===== src/rtl/bk_ps2_kbd.sv =====
// PS/2 keyboard receiver and scancode decoder feeding a small key-event FIFO read by the CPU.
// Latency: stop-bit edge to FIFO entry is about 4 cycles; there is no backpressure, and a make code that arrives while the FIFO is full is dropped and flagged in overflow.
module bk_ps2_kbd #(
  parameter int TIMEOUT    = 20000,
  parameter int FIFO_DEPTH = 4
) (
  input  logic       m_clock,
  input  logic       reset_n,
  input  logic       ps2_clk,
  input  logic       ps2_dat,
  input  logic       kbd_read,
  output logic [7:0] kbd_data,
  output logic       kbd_ext,
  output logic       kbd_available,
  output logic       kbd_ar2,
  output logic       keydown,
  output logic       stopkey,
  output logic       overflow,
  output logic       frame_err
);

  localparam int AW = $clog2(FIFO_DEPTH);
  localparam int TW = $clog2(TIMEOUT + 1);

  typedef enum logic [1:0] {IDLE, DATA, PARITY, STOP} rx_state_t;

  logic [1:0]    clk_sync, dat_sync;
  logic          clk_prev;
  logic          fall, dat_s;
  rx_state_t     rx_state;
  logic [7:0]    rx_shift;
  logic [2:0]    rx_cnt;
  logic          rx_par_ok;
  logic [TW-1:0] rx_timer;
  logic          rx_vld;
  logic [7:0]    rx_byte;

  logic          pend_ext, pend_brk;
  logic          push_vld;
  logic [8:0]    push_dat;
  logic [8:0]    key;
  logic          is_mod;
  logic [FIFO_DEPTH-1:0] held_vld, hit;
  logic [8:0]    held_key [FIFO_DEPTH];
  logic [AW-1:0] free_idx;
  logic          free_any;
  logic [2:0]    held_cnt;

  logic [8:0]    mem [FIFO_DEPTH];
  logic [AW-1:0] wr_ptr, rd_ptr;
  logic [AW:0]   count;
  logic          rd_prev, pop_q;
  logic          full, empty, do_push, do_pop;

  always_ff @(posedge m_clock or negedge reset_n) begin
    if (!reset_n) begin
      clk_sync <= 2'b11;
      dat_sync <= 2'b11;
      clk_prev <= 1'b1;
    end else begin
      clk_sync <= {clk_sync[0], ps2_clk};
      dat_sync <= {dat_sync[0], ps2_dat};
      clk_prev <= clk_sync[1];
    end
  end

  assign fall  = clk_prev & ~clk_sync[1];
  assign dat_s = dat_sync[1];

  always_ff @(posedge m_clock or negedge reset_n) begin
    if (!reset_n) begin
      rx_state  <= IDLE;
      rx_shift  <= '0;
      rx_cnt    <= '0;
      rx_par_ok <= 1'b0;
      rx_timer  <= '0;
      rx_vld    <= 1'b0;
      rx_byte   <= '0;
      frame_err <= 1'b0;
    end else begin
      rx_vld    <= 1'b0;
      frame_err <= 1'b0;
      if (fall)
        rx_timer <= '0;
      else if (rx_state != IDLE)
        rx_timer <= rx_timer + 1'b1;

      if (rx_state != IDLE && !fall && rx_timer == TW'(TIMEOUT - 1)) begin
        rx_state  <= IDLE;
        rx_timer  <= '0;
        frame_err <= 1'b1;
      end else if (fall) begin
        case (rx_state)
          IDLE: begin
            // A high start bit is line noise, not a frame
            if (!dat_s) begin
              rx_state <= DATA;
              rx_cnt   <= '0;
            end
          end
          DATA: begin
            rx_shift <= {dat_s, rx_shift[7:1]};
            rx_cnt   <= rx_cnt + 1'b1;
            if (rx_cnt == 3'd7)
              rx_state <= PARITY;
          end
          PARITY: begin
            rx_par_ok <= ^{rx_shift, dat_s};
            rx_state  <= STOP;
          end
          STOP: begin
            rx_state <= IDLE;
            if (dat_s && rx_par_ok) begin
              rx_vld  <= 1'b1;
              rx_byte <= rx_shift;
            end else begin
              frame_err <= 1'b1;
            end
          end
          default: rx_state <= IDLE;
        endcase
      end
    end
  end

  assign key    = {pend_ext, rx_byte};
  assign is_mod = (rx_byte == 8'h11) || (rx_byte == 8'h12) || (rx_byte == 8'h59);

  always_comb begin
    hit      = '0;
    free_idx = '0;
    free_any = 1'b0;
    for (int i = 0; i < FIFO_DEPTH; i++) begin
      hit[i] = held_vld[i] && (held_key[i] == key);
      if (!held_vld[i] && !free_any) begin
        free_any = 1'b1;
        free_idx = AW'(i);
      end
    end
  end

  always_ff @(posedge m_clock or negedge reset_n) begin
    if (!reset_n) begin
      pend_ext <= 1'b0;
      pend_brk <= 1'b0;
      push_vld <= 1'b0;
      push_dat <= '0;
      held_vld <= '0;
      held_cnt <= '0;
      kbd_ar2  <= 1'b0;
      stopkey  <= 1'b0;
      for (int i = 0; i < FIFO_DEPTH; i++)
        held_key[i] <= '0;
    end else begin
      push_vld <= 1'b0;
      if (rx_vld) begin
        if (rx_byte == 8'hE0) begin
          pend_ext <= 1'b1;
        end else if (rx_byte == 8'hF0) begin
          pend_brk <= 1'b1;
        end else begin
          pend_ext <= 1'b0;
          pend_brk <= 1'b0;
          if (rx_byte == 8'h11)
            kbd_ar2 <= !pend_brk;
          if (rx_byte == 8'h07)
            stopkey <= !pend_brk;
          if (!is_mod) begin
            if (!pend_brk) begin
              push_vld <= 1'b1;
              push_dat <= key;
              // Typematic repeat of a tagged key leaves the count alone
              if (hit == '0) begin
                if (held_cnt != 3'd7)
                  held_cnt <= held_cnt + 1'b1;
                if (free_any) begin
                  held_vld[free_idx] <= 1'b1;
                  held_key[free_idx] <= key;
                end
              end
            end else begin
              if (held_cnt != 3'd0)
                held_cnt <= held_cnt - 1'b1;
              held_vld <= (held_cnt <= 3'd1) ? '0 : (held_vld & ~hit);
            end
          end
        end
      end
    end
  end

  assign keydown = (held_cnt != 3'd0);

  assign full    = (count == (AW + 1)'(FIFO_DEPTH));
  assign empty   = (count == '0);
  assign do_pop  = pop_q & ~empty;
  assign do_push = push_vld & (~full | do_pop);

  always_ff @(posedge m_clock or negedge reset_n) begin
    if (!reset_n) begin
      wr_ptr   <= '0;
      rd_ptr   <= '0;
      count    <= '0;
      rd_prev  <= 1'b0;
      pop_q    <= 1'b0;
      overflow <= 1'b0;
    end else begin
      rd_prev <= kbd_read;
      pop_q   <= kbd_read & ~rd_prev;
      if (do_push)
        wr_ptr <= wr_ptr + 1'b1;
      if (do_pop)
        rd_ptr <= rd_ptr + 1'b1;
      if (do_push && !do_pop)
        count <= count + 1'b1;
      else if (!do_push && do_pop)
        count <= count - 1'b1;
      if (push_vld && full && !do_pop)
        overflow <= 1'b1;
    end
  end

  always_ff @(posedge m_clock) begin
    if (do_push)
      mem[wr_ptr] <= push_dat;
  end

  assign kbd_available      = ~empty;
  assign {kbd_ext, kbd_data} = empty ? 9'd0 : mem[rd_ptr];

endmodule

===== config.mk =====
export PLATFORM = sky130hd
export DESIGN_NAME = bk_ps2_kbd
export DESIGN_NICKNAME = d
export VERILOG_FILES = /design/src/rtl/bk_ps2_kbd.sv
export SDC_FILE = /design/constraint.sdc
export NUM_CORES = 1
export LEC_CHECK = 0
export CAP_MARGIN = 0
export CORE_ASPECT_RATIO = 0.7
export CORE_MARGIN = 5
export CORE_UTILIZATION = 56
export DETAILED_ROUTE_END_ITERATION = 8
export PLACE_DENSITY = 0.76
export SLEW_MARGIN = 20
export SYNTH_ARGS = -nofsm -noshare
export SYNTH_HDL_FRONTEND = slang
export SYNTH_SLANG_ARGS = --single-unit

===== constraint.sdc =====
create_clock -name m_clock -period 1.9 [get_ports m_clock]
set_input_delay 0.38 -clock m_clock [delete_from_list [all_inputs] [get_ports m_clock]]
set_output_delay 0.38 -clock m_clock [all_outputs]
set_load 0.05 [all_outputs]

==> results.md <==
Synthesis:
- Counting flops and latches in the post-synthesis netlist gives 147.
- Of all flip-flops after synthesis, the portion carrying an async set or reset was 75.5%.
- Among all flip-flop cells after synthesis, the most frequent one is sky130_fd_sc_hd__dfrtp_1.
- In the synthesized netlist, the number of instances is between 500 and 600.
- The synthesized netlist occupies a cell area of 6970 sq um.
- The total nets after synthesis is 577.
- Synthesis instantiated 61 different standard cells from the library.
- The proportion of synthesized chip area in sequential cells is about 55%.
- The number of warnings issued by yosys is 0.
- Averaged over all synthesized cells, the footprint is 12.6 sq um.
- The synthesized design spends more area on one cell type than any other, namely sky130_fd_sc_hd__dfrtp_1.
- The share of synthesized area in the top cell type comes to 38.0%.
- Counting flops with a built-in enable in the synthesized netlist gives 36.
- After synthesis, the cell types taking the most area are sky130_fd_sc_hd__dfrtp_1 (38%), sky130_fd_sc_hd__edfxtp_1 (16%), sky130_fd_sc_hd__mux2_2 (10%).

Power and ir drop:
- Internal power comes to 8220 uW.
- The combinational cell fraction of total power is 41.3%.
- In this run the power density over the cells is 1260 nW/um^2.
- The maximum vdd drop is 1.40 mV.
- The leakage power is 0.00427 uW.
- Registers are responsible for between 30% and 40% of the overall power.
- Net switching is 34.3% of the power.
- For this design the total switching power over the nets is around 4300 uW.
- The share of total power dissipated in the clock network is 27.3%.

Critical path:
- The startpoint identified for the worst register-to-register timing path is rx_byte[0]$_DFFE_PN0P_.
- STA classifies the critical path endpoint as a register.
- The setup slack on the worst flop-to-flop path is -630 ps.
- The count of cells along the worst register-to-register path is 8.
- The destination of the worst register-to-register timing path is held_key[30]$_DFFE_PN0P_.
- The largest incremental delay on the critical path is 480 ps.
- Walking the worst path, the cells encountered are xnor2_1 -> nand4_1 -> nor3_2 -> a22o_1 -> buf_4 -> nor4b_4 -> buf_12 -> mux2_4.
- The library cell contributing the largest single delay on the critical path is sky130_fd_sc_hd__dfrtp_2.
- The type of element launching the critical path is a register.
- The critical path data arrival time is 2830 ps.
- Data on the critical path is required at its endpoint by 2200 ps.
- The kind of critical path is reg2reg.
- Along the worst path, the maximum fanout reaches 9.

CTS:
- The clock latency on the worst-skew pair is about 430 ps.
- TritonCTS built the clock tree.
- In this run the number of H-tree levels came out at 4.
- After clock tree synthesis, the clock-pin slew on the worst setup and hold paths is 60 ps.
- The number of clock sinks seen by CTS is 147.
- The root buffer cell chosen for the clock tree is sky130_fd_sc_hd__clkbuf_16.
- The number of buffers inserted during clock tree synthesis is 17.
- The worst-case clock buffer depth is 2.

Global route:
- Entering global routing, the biggest net connects 34 pins.
- The first global-routing pass estimated 32.1 mm of wire.
- The overflow left after global routing is 0.
- The initial antenna violation count is 0.
- The number of global-route vias before repair is 5741.
- Global routing used 28.9% of the available tracks.

Min path:
- The min-delay analysis places its worst path in the category reg2reg.
- The worst min-delay path endpoint is dat_sync[1]$_DFF_PN1_.
- The startpoint of the tightest hold check path is dat_sync[0]$_DFF_PN1_.
- Along the worst hold path, the cell count comes to 0.

Layout:
- The final layout net count is 721.
- The number of diodes added for antenna fixing is 0.
- From synthesis to final layout, the design area changed by 42.3%.
- Counting the fill cells in the layout gives 612.
- The post-route netlist has 50.4% of its cells at a drive strength greater than 1.

Timing:
- The worst hold slack is 358 ps.
- Static timing analysis puts the maximum clock frequency at ~0.40 GHz.
- Between clock sinks in the finished design, the worst skew comes to 13.2 ps.
- Setup repair after global routing could not meet its margin everywhere.
- Subtracting the final worst setup slack from the clock period gives 2530 ps.
- Dividing the final minimum period by the clock period gives 133%.
- The number of endpoints with negative hold slack in the final report is 0.
- The worst setup slack after layout is -629 ps.
- The slew at the pin closest to its max-slew limit is ~560 ps.
- Headroom to the max-slew limit came out at 62.6%.
- The number of failing setup endpoints in the final timing report is 77.
- The final number of max-transition violations was 0.

Die:
- The initial cell density of the core is 56.7%.
- The cell row count is 34.
- The die covers 14800 sq um.
- The horizontal extent of the die is 143 microns.
- The height of the die is 103 microns.
- The I/O pin total is 20.
- The core region is 12300 sq um.

Status:
- The final reports fail on negative setup slack.
- The flow ran to the end, but the final reports show violations.

Drt:
- The DRC marker count from the first detailed-route iteration is 425.
- The total vias in the final route is 5341.
- The final routed wirelength across all metal layers is between 20 and 25 mm.
- The first TritonRoute pass finished after 5 iterations.
- In this run the remaining antenna-violating nets after routing total 0.
- In the routed layout, each cell is associated on average with a via count of 6.12.
- The routed wire length per instance is approximately 24 microns.
- For this run, design rule violations remaining after detail routing come to 0.

Flow run:
- The reported max-cap violation count is 0.

Place:
- The number of port buffers is 19.
- The congestion estimate from routability-driven global placement came to 0.835.
- The post-DP HPWL is 10.3 mm.
- At the placement stage, the worst setup path has a slack of -451 ps.
-- sequential cells by signal, indices dropped and copies added, names as in the netlist, 4 cells and up --
register	cells
held_key	36
held_vld	4
mem	36
push_dat	9
rx_byte	8
rx_shift	8
rx_timer	15
-- cells in the mapped netlist (9+ instances only) --
cell                       instances
sky130_fd_sc_hd__and2_1           13
sky130_fd_sc_hd__clkbuf_1         12
sky130_fd_sc_hd__dfrtp_1         106
sky130_fd_sc_hd__edfxtp_1         36
sky130_fd_sc_hd__ha_1             17
sky130_fd_sc_hd__inv_1            16
sky130_fd_sc_hd__mux2_2           62
sky130_fd_sc_hd__mux4_2            9
sky130_fd_sc_hd__nand2_1          33
sky130_fd_sc_hd__nand3_1          18
sky130_fd_sc_hd__nor2_1           22
sky130_fd_sc_hd__nor3_1           14
sky130_fd_sc_hd__o21ai_0          32
sky130_fd_sc_hd__xnor2_1          48
-- power groups by stage --
| stage | sequential (uW) | clock (uW) | combinational (uW) |
|---|---|---|---|
| final | 3940 | 3410 | 5170 |
| after global routing | 3970 | 3580 | 5420 |
| after CTS | 3900 | 3390 | 4660 |
| after detailed placement | 3930 | 0 | 3380 |
| after global placement | 3910 | 0 | 3270 |
| after floorplan | 3800 | 0 | 2390 |
-- cell usage in the layout, fill, tap and decap left out, types with 11 or more instances in the layout --
master	Yosys	layout
sky130_fd_sc_hd__inv_1	16	14
sky130_fd_sc_hd__nand3_1	18	12
sky130_fd_sc_hd__dfrtp_2	0	11
sky130_fd_sc_hd__xnor2_2	0	17
sky130_fd_sc_hd__edfxtp_1	36	36
sky130_fd_sc_hd__xnor2_1	48	29
sky130_fd_sc_hd__clkbuf_16	0	18
sky130_fd_sc_hd__buf_8	0	15
sky130_fd_sc_hd__nand2_1	33	32
sky130_fd_sc_hd__ha_1	17	16
sky130_fd_sc_hd__dfrtp_1	106	95
sky130_fd_sc_hd__mux2_4	0	37
sky130_fd_sc_hd__buf_6	0	30
sky130_fd_sc_hd__buf_4	7	88
sky130_fd_sc_hd__nor2_1	22	14
sky130_fd_sc_hd__mux2_2	62	25
sky130_fd_sc_hd__o21ai_0	32	12
sky130_fd_sc_hd__o21ai_1	1	12
-- routing by layer --
layer / track usage (%) / share of wire (%) / vias up
met5: 0 / 0 / -
met2: 50.0 / 52 / 234
li1: - / - / 2278
met1: 35.2 / 39 / 2754
met4: 13.3 / 4.5 / 0
met3: 6.07 / 5.3 / 75
-- per-stage QoR --
stage	util [%]	TNS, ps	instances	instance area [sq um]	power [uW]
after floorplan	-	-3520	554	7060	6190
after global placement	64.3	-14970	788	7900	7180
after detailed placement	64.3	-18490	788	7900	7310
after CTS	78.5	-12650	865	9660	12000
after global routing	80.7	-29780	873	9920	13000
final	80.7	-29180	873	9920	12500
-- timing repair --
item | CTS | global route
pin swaps | 58 | 19
setup endpoints to repair | 82 | 85
resized for setup | 191 | 48
hold buffers | 1 | 0
buffers inserted | 38 | 11
hold endpoints to repair | 30 | 0
cloned | 7 | 0
-- critical path, delay by kind of cell, from the launching register on --
kind	cells	cell delay (ps)
buffers and inverters	2	310
multiplexers	1	320
AO/OA/AOI/OAI	1	270
flip-flops	1	480
AND/OR/NAND/NOR	3	710
XOR/XNOR	1	310
-- worst max-delay path by stage --
stage | end | slack [ps] | start | cells past startpoint
2_1_floorplan | held_key[27]$_DFFE_PN0P_ | -130 | rx_byte[5]$_DFFE_PN0P_ | 7
3_3_place_gp | held_key[33]$_DFFE_PN0P_ | -380 | rx_byte[1]$_DFFE_PN0P_ | 6
3_5_place_dp | held_key[27]$_DFFE_PN0P_ | -450 | rx_byte[1]$_DFFE_PN0P_ | 6
4_1_cts | kbd_data[7] | -320 | rd_ptr[0]$_DFFE_PN0N_ | 4
5_1_grt | held_key[30]$_DFFE_PN0P_ | -580 | rx_byte[0]$_DFFE_PN0P_ | 8
6_report | held_key[30]$_DFFE_PN0P_ | -630 | rx_byte[0]$_DFFE_PN0P_ | 8
-- layout make-up --
cell class | count | area [sq um] | area share [%]
clock buffers | 21 | 450 | 4.54
clock inverters | 11 | 135 | 1.36
inverters | 16 | 60.1 | 0.605
multi-input cells | 367 | 3690 | 37.2
flip-flops and latches | 147 | 3880 | 39.1
well taps | 162 | 203 | 2.04
repair buffers | 149 | 1510 | 15.2
-- cells by family after synthesis --
logic type	count (synthesis)	share of synthesized area, %
and+or+nand+nor	150	12.3
DFF	147	55.4
AOI/OAI and AO/OA	72	6.55
muxes	71	12.9
xor gates and xnor gates	54	6.78
buffers and inverters	42	2.73
adders and majority gates	18	3.34
Power figures use the tool's default switching activity.
